===== config.mk =====
export PLATFORM = sky130hd
export DESIGN_NAME = freqgen
export DESIGN_NICKNAME = d
export VERILOG_FILES = /design/src/rtl/freqgen.sv
export SDC_FILE = /design/constraint.sdc
export NUM_CORES = 1
export LEC_CHECK = 0
export ABC_AREA = 1
export CORE_ASPECT_RATIO = 0.9
export CORE_MARGIN = 5
export CORE_UTILIZATION = 38
export DETAILED_ROUTE_END_ITERATION = 16
export GPL_TIMING_DRIVEN = 0
export PLACE_DENSITY = 0.62
export SYNTH_ARGS = -nofsm -noshare
export SYNTH_HDL_FRONTEND = slang
export SYNTH_SLANG_ARGS = --single-unit

===== constraint.sdc =====
create_clock -name clk -period 1.61 [get_ports clk]
set_input_delay 0.2415 -clock clk [delete_from_list [all_inputs] [get_ports clk]]
set_output_delay 0.2415 -clock clk [all_outputs]
set_load 0.05 [all_outputs]

===== src/rtl/freqgen.sv =====
// Master reference generator: divides the 125 MHz clock by 8 into a 50 % reference,
// issues period-aligned counter-reset and inhibit strobes, and runs the master counter.
module freqgen #(
   parameter int DIV = 8,
   parameter int CW  = 22
) (
   input  logic          clk,
   input  logic          reset,
   input  logic          enable,
   input  logic          cnt_reset_req,
   input  logic          inhibit_req,
   output logic          freqout,
   output logic          resout,
   output logic          inhout,
   output logic [CW-1:0] counter,
   output logic [2:0]    phase,
   output logic          busy
);

   localparam logic [2:0] LastPhase = 3'(DIV - 1);
   localparam logic [2:0] HalfPhase = 3'(DIV / 2);

   typedef enum logic [1:0] {
      IDLE   = 2'd0,
      ARMED  = 2'd1,
      ACTIVE = 2'd2
   } state_t;

   state_t        state_q;
   logic          pending_q;
   logic          resout_q;
   logic          busy_q;
   logic [2:0]    phase_q, phase_d;
   logic          freqout_q, freqout_d;
   logic          inhout_q, inhout_d;
   logic [CW-1:0] counter_q, counter_d;
   logic          boundary;
   logic          enterActive;

   // A boundary is the edge that closes a phase-7 cycle; all strobe changes happen there.
   always_comb begin
      boundary    = enable && (phase_q == LastPhase);
      enterActive = 1'b0;
      if (boundary) begin
         unique case (state_q)
            IDLE:    enterActive = cnt_reset_req;
            ARMED:   enterActive = 1'b1;
            ACTIVE:  enterActive = pending_q || cnt_reset_req;
            default: enterActive = 1'b0;
         endcase
      end

      phase_d = 3'd0;
      if (enable && (phase_q != LastPhase)) begin
         phase_d = phase_q + 3'd1;
      end
      freqout_d = enable && (phase_d < HalfPhase);

      inhout_d = inhout_q;
      if (!enable) begin
         inhout_d = 1'b0;
      end else if (boundary) begin
         inhout_d = inhibit_req;
      end

      // Zeroing wins over the freeze, so reset+inhibit leaves the counter parked at 0.
      counter_d = counter_q;
      if (enable) begin
         if (enterActive) begin
            counter_d = '0;
         end else if (!resout_q && !inhout_q) begin
            counter_d = counter_q + CW'(1);
         end
      end
   end

   always_ff @(posedge clk) begin
      if (reset) begin
         phase_q   <= 3'd0;
         freqout_q <= 1'b0;
         inhout_q  <= 1'b0;
         counter_q <= '0;
      end else begin
         phase_q   <= phase_d;
         freqout_q <= freqout_d;
         inhout_q  <= inhout_d;
         counter_q <= counter_d;
      end
   end

   // Reset sequencer; dropping enable mid-reset falls back to ARMED so it is reissued.
   always_ff @(posedge clk) begin
      if (reset) begin
         state_q   <= IDLE;
         pending_q <= 1'b0;
         resout_q  <= 1'b0;
         busy_q    <= 1'b0;
      end else begin
         unique case (state_q)
            IDLE: begin
               if (enterActive) begin
                  state_q  <= ACTIVE;
                  resout_q <= 1'b1;
                  busy_q   <= 1'b1;
               end else if (cnt_reset_req) begin
                  state_q <= ARMED;
                  busy_q  <= 1'b1;
               end
            end
            ARMED: begin
               if (enterActive) begin
                  state_q  <= ACTIVE;
                  resout_q <= 1'b1;
               end
            end
            ACTIVE: begin
               if (!enable) begin
                  state_q   <= ARMED;
                  resout_q  <= 1'b0;
                  pending_q <= 1'b0;
               end else if (boundary) begin
                  pending_q <= 1'b0;
                  if (!enterActive) begin
                     state_q  <= IDLE;
                     resout_q <= 1'b0;
                     busy_q   <= 1'b0;
                  end
               end else if (cnt_reset_req) begin
                  pending_q <= 1'b1;
               end
            end
            default: begin
               state_q   <= IDLE;
               pending_q <= 1'b0;
               resout_q  <= 1'b0;
               busy_q    <= 1'b0;
            end
         endcase
      end
   end

   assign freqout = freqout_q;
   assign resout  = resout_q;
   assign inhout  = inhout_q;
   assign counter = counter_q;
   assign phase   = phase_q;
   assign busy    = busy_q;

endmodule


# == Word-level counts from Yosys, hierarchy flattened ==
# Cells that the tools add are included.
# op_classes
addsub,2
mul,0
n_div,0
order_cmp,1
eq_ne,13
n_shift,0
n_mux,24
bitwise_logic,3
n_reduce_logical,16
# ops
cell,n
22-bit 2-to-1 mux,2
"22-bit by 1-bit adder with 22-bit output, second input constant",1
2-bit 2-to-1 mux,6
"3-bit inequality test, second input constant",4
1-bit 2-to-1 mux,10
"2-bit inequality test, second input constant",4
1-bit case mux with 3 select lines,2
2-bit case mux with 3 select lines,1
5-bit AND reduction,1
1-bit logical AND,4
"4-bit inequality test, second input constant",1
1-bit case mux with 2 select lines,2
2-bit AND reduction,2
4-bit AND reduction,1
2-bit OR reduction,2
"3-bit by 1-bit adder with 3-bit output, second input constant",1
"3-bit == test, second input constant",1
"3-bit less-than comparator, second input constant",1
3-bit 2-to-1 mux,1
1-bit NOT,3
3-bit AND reduction,1
"2-bit by 1-bit == test with 1-bit output, second input constant",1
"2-bit == test, second input constant",1
1-bit zero test,2
4 further kinds,4
# word_totals
regBits,32
latchBits,0
mem_bits_rw,0
rom_bits,0
in_bits,5
out_inout_bits,29
elab_cells,67
mem_count,0

# == Depth between registers and ports, before layout ==
# depth
ltp_word,7
mapped_depth,13
mapped_depth_nobuf,12

# == Worst setup path after synthesis ==
# OpenSTA, ideal clock, no wires.
# synth_timing
kind,flip-flop to flip-flop
startpoint,"reg phase_q[0], in the netlist phase[0]"
endpoint,"reg counter_q[3], in the netlist counter[3]"
setup_time_ns,0.119
t_arrival_ns,1.887
required_time_ns,1.491
slack_ns,-0.396
stages_incl_launch_ff,11
path_buffers,1
period_less_slack_ns,2.006
path_cell_list,dfxtp_1 > ha_1 > ha_1 > nand2_2 > nor2_4 > nand2_4 > nand2_2 > nand2_4 > buf_2 > nor3b_1 > nor2_1
# synth_between
elab_chain_len,5
word_cells_on_any_way,6
cone_classes,eq/ne: 1; mux: 2; reduce/logical: 3
# synth_lines
element,line,source
"start, declared",33,"logic [2:0] phase_q, phase_d;"
"start signal, assigned",84,phase_q <= phase_d;
3-bit == test (*),42,boundary = enable && (phase_q == LastPhase);
1-bit logical AND (*),42,
1-bit 2-to-1 mux (*),44,if (boundary) begin
2-bit nonzero test (no line),--,
2-bit AND reduction (no line),--,
"end signal, assigned",87,counter_q <= counter_d;
"end, declared",36,"logic [CW-1:0] counter_q, counter_d;"
# Mark *: on every way between the ends. The rest lies on a longest branch, timed or not.
# A chain may end at the register's enable or synchronous reset.

# == Final worst setup path ==
# layout_timing
startpoint,"reg phase_q[0], in the netlist phase[0]"
endpoint,"reg counter_q[17], in the netlist counter[17]"
# Same word-level chain as after synthesis.

==> impl_metrics.xml <==
<?xml version="1.0" encoding="UTF-8"?>
<metrics>
  <group name="status">
    <metric name="status" unit="">complete, no violations</metric>
  </group>
  <group name="power_and_ir_drop">
    <metric name="power.static_leakage" unit="uW">0.00109</metric>
    <metric name="power.density" unit="nW/um^2">671</metric>
    <metric name="total_power" unit="uW">1630</metric>
    <metric name="ir_drop" unit="mV">0.305</metric>
  </group>
  <group name="final_layout">
    <metric name="register_area" unit="um^2">664</metric>
    <metric name="multi_input_area" unit="um^2">992</metric>
    <metric name="n_fill_cell" unit="">442</metric>
    <metric name="layout-drive-gt1-share" unit="%">19.6</metric>
    <metric name="num_antenna_cells" unit="">0</metric>
    <metric name="fin_util" unit="%">55.5</metric>
    <metric name="design.final.nets" unit="">318</metric>
    <metric name="area_growth_syn_to_layout" unit="%">44.5</metric>
    <metric name="post_layout_nonfiller_instances" unit="">373</metric>
  </group>
  <group name="placed_design">
    <metric name="count_of_input_and_output_buffers" unit="">32</metric>
    <metric name="hpwlAfterDp" unit="um">3080</metric>
    <metric name="placer_congestion_estimate" unit="">0.832</metric>
    <metric name="numPlacedInstances" unit="">353</metric>
  </group>
  <group name="detailed_routing">
    <metric name="ant_nets" unit="">0</metric>
    <metric name="post-route-drc-count" unit="">0</metric>
    <metric name="drt_pre_antenna_iters" unit="">4</metric>
    <metric name="num_vias" unit="">1758</metric>
    <metric name="vias_per_cell" unit="">4.71</metric>
    <metric name="drt_iter0_drc" unit="">67</metric>
    <metric name="routed_wirelength" unit="um">4310</metric>
    <metric name="drt-wirelength-per-cell" unit="um">11.6</metric>
  </group>
  <group name="logic_synthesis">
    <metric name="syn-num-nets" unit="">267</metric>
    <metric name="synth_cell_types" unit="">29</metric>
    <metric name="yosysMostFrequentCell" unit="">sky130_fd_sc_hd__nand2_1</metric>
    <metric name="syn_warnings" unit="">0</metric>
    <metric name="netlist_area_pre_place" unit="um^2">1680</metric>
    <metric name="syn_inst" unit="">259</metric>
    <metric name="netlist.top_cell.by_area" unit="">sky130_fd_sc_hd__dfxtp_1</metric>
    <metric name="yosys-top-cells-area" unit="">sky130_fd_sc_hd__dfxtp_1, sky130_fd_sc_hd__nand2_1, sky130_fd_sc_hd__nor2_1</metric>
    <metric name="synth_commonest_cells" unit="">sky130_fd_sc_hd__nand2_1, sky130_fd_sc_hd__nor2_1, sky130_fd_sc_hd__inv_1, sky130_fd_sc_hd__dfxtp_1, sky130_fd_sc_hd__nand3_1</metric>
    <metric name="yosys.area.top_type_share" unit="%">38.1</metric>
    <metric name="synth-main-ff-cell" unit="">sky130_fd_sc_hd__dfxtp_1</metric>
    <metric name="share_of_synthesized_area_occupied_by_flip_flops_and_latches" unit="%">38.1</metric>
    <metric name="synth_async_sr_flop_share" unit="%">0</metric>
    <metric name="avgSynthCellArea" unit="um^2">6.49</metric>
    <metric name="number_of_synthesized_register_bits" unit="">32</metric>
    <metric name="edff_count_synth" unit="">0</metric>
  </group>
  <group name="floorplanning">
    <metric name="row_count" unit="">23</metric>
    <metric name="core_area" unit="um^2">4370</metric>
    <metric name="design.die.area" unit="um^2">5850</metric>
    <metric name="floorplan.initialDensity" unit="%">38.4</metric>
    <metric name="die_h" unit="um">73.1</metric>
    <metric name="floorplan.io_pins" unit="">34</metric>
    <metric name="die-width" unit="um">80.1</metric>
  </group>
  <group name="clock_network">
    <metric name="clk_path_buf_depth" unit="">2</metric>
    <metric name="cts_root_buffer" unit="">sky130_fd_sc_hd__clkbuf_8</metric>
    <metric name="cts.clk_slew.worst_paths" unit="ps">70</metric>
    <metric name="numClockSinks" unit="">32</metric>
    <metric name="tritoncts" unit="">done</metric>
    <metric name="cts-buffers-inserted" unit="">5</metric>
    <metric name="clkLatencyLatePin" unit="ps">290</metric>
    <metric name="htree_num_levels" unit="">2</metric>
  </group>
  <group name="timing">
    <metric name="finalSetupViolCount" unit="">0</metric>
    <metric name="rsz0062_at_grt" unit="">yes</metric>
    <metric name="worst_pin_slew" unit="ps">503</metric>
    <metric name="max-slew-margin-rel" unit="%">66.5</metric>
    <metric name="clock_skew_after_layout" unit="ps">7.43</metric>
    <metric name="timing.final.crit_period" unit="ps">1590</metric>
    <metric name="maxSlewViolCount" unit="">0</metric>
    <metric name="number_of_hold_violations_in_the_final_report" unit="">0</metric>
    <metric name="maxClockFrequency" unit="GHz">0.628</metric>
    <metric name="final.period_utilization" unit="%">98.9</metric>
  </group>
  <group name="min_path">
    <metric name="min_path_type" unit="">in -&gt; reg</metric>
  </group>
  <group name="setup_path">
    <metric name="timing.setup.critical_path_class" unit="">reg -&gt; reg</metric>
    <metric name="required_time_at_the_worst_slack_endpoint" unit="ps">1840</metric>
    <metric name="timing.critical_path.from_type" unit="">register</metric>
    <metric name="end_kind" unit="">register</metric>
    <metric name="worstPathMaxFanout" unit="">5</metric>
    <metric name="arrival" unit="ps">1820</metric>
  </group>
  <group name="flow_run">
    <metric name="maxCapViolCount" unit="">0</metric>
  </group>
  <group name="global_route">
    <metric name="largest_net_degree_at_the_start_of_global_routing" unit="">11</metric>
    <metric name="antenna_violations_before_repair" unit="">0</metric>
    <metric name="global_route_usage_over_all_layers" unit="%">15.3</metric>
    <metric name="grt_first_pass_wirelength" unit="um">7020</metric>
    <metric name="first_global_vias" unit="">1555</metric>
    <metric name="globalRouteOverflowTotal" unit="">0</metric>
  </group>
</metrics>
-- path summary, 6_finish.rpt --
check | end | cells after the start | slack [ps] | startpoint
worst max-delay path | counter[17] | 13 | 20 | phase[0]
worst min-delay path | counter[8] | 2 | 370 | reset
worst max register to register | counter[17] | 13 | 20 | phase[0]
worst min register to register | phase[0] | 1 | 440 | phase[0]
-- critical path, cell delays in order, from the launching register on --
cell and delay, ps:
sky130_fd_sc_hd__dfxtp_4 370, sky130_fd_sc_hd__ha_4 140, sky130_fd_sc_hd__ha_4 140, sky130_fd_sc_hd__nand2_4 50, sky130_fd_sc_hd__nor2_4 120, sky130_fd_sc_hd__nand2_4 70
sky130_fd_sc_hd__nand2_4 100, sky130_fd_sc_hd__nand2_8 80, sky130_fd_sc_hd__clkinv_8 90, sky130_fd_sc_hd__buf_8 110, sky130_fd_sc_hd__nand3_2 70, sky130_fd_sc_hd__nand2_1 70
sky130_fd_sc_hd__nand2_1 40, sky130_fd_sc_hd__nor2_1 80
-- flip-flops by register name, summed over array words and instances (netlist names) --
name,flops
inhout,1
freqout,1
pending_q,1
resout,1
state_q,2
busy,1
counter,22
phase,3
-- cells in the final DEF, fill, tap and decap left out, types with 5 or more instances in the layout --
cell                             n
sky130_fd_sc_hd__a21oi_1        14
sky130_fd_sc_hd__nand2_1        57
sky130_fd_sc_hd__dfxtp_1        21
sky130_fd_sc_hd__nand3_1        18
sky130_fd_sc_hd__dlygate4sd2_1  30
sky130_fd_sc_hd__nor2_1         47
sky130_fd_sc_hd__nand4_1         7
sky130_fd_sc_hd__buf_4          10
sky130_fd_sc_hd__clkbuf_8        5
sky130_fd_sc_hd__o21ai_0         8
sky130_fd_sc_hd__inv_1          32
sky130_fd_sc_hd__dfxtp_2         7
-- timing repair --
| action | in CTS | in global routing |
|---|---|---|
| cloned | 1 | 0 |
| endpoints found under the setup margin | 51 | 24 |
| hold buffers | 0 | 0 |
| resized for setup | 44 | 16 |
| pin swaps | 5 | 9 |
| setup buffers | 8 | 3 |
-- final cells by class --
type / instances / share of cell area, %
Clock buffer: 5 / 2.83
Clock inverter: 3 / 0.567
Multi-Input combinational cell: 186 / 40.9
Tap cell: 62 / 3.19
Timing Repair Buffer: 44 / 16.3
Sequential cell: 32 / 27.4
Inverter: 35 / 6.03
Buffer: 6 / 2.83
-- where the power goes --
part | switching (uW) | leakage, uW | internal (uW)
combinational | 123 | 0.000776 | 73.3
sequential | 13.7 | 0.000265 | 805
clock | 320 | 0.0000453 | 293
-- stage by stage --
stage | setup TNS [ps] | instance area (um^2) | hold WS, ps | setup slack (ps)
5_1_grt | -863 | 2430 | 395 | -69.6
3_3_place_gp | -9220 | 2150 | 428 | -420
2_1_floorplan | 0 | 1760 | 389 | 1.93
4_1_cts | 0 | 2340 | 386 | 0.858
6_report | 0 | 2430 | 367 | 18.3
3_5_place_dp | -9620 | 2150 | 429 | -439
-- metal layers --
metal | share of wire, % | vias up | wire (um) | track usage (%)
li1 | - | 940 | - | -
met3 | 3.9 | 5 | 170 | 3.70
met5 | 0 | - | 0 | 0
met2 | 44 | 32 | 1920 | 22.6
met1 | 50 | 781 | 2170 | 21.6
met4 | 1.3 | 0 | 56 | 5.82
-- cell families (layout without fill, tap and decap cells) --
family	Yosys count	in the layout	share of synthesized area (%)
AO/OA/AOI/OAI	33	33	10.5
buffers and inverters	41	93	10.1
adder cells (fa/ha/maj)	3	3	2.23
flip-flops	32	32	38.1
AND/OR/NAND/NOR	150	150	39.0
(Power assumes the default switching activity.)
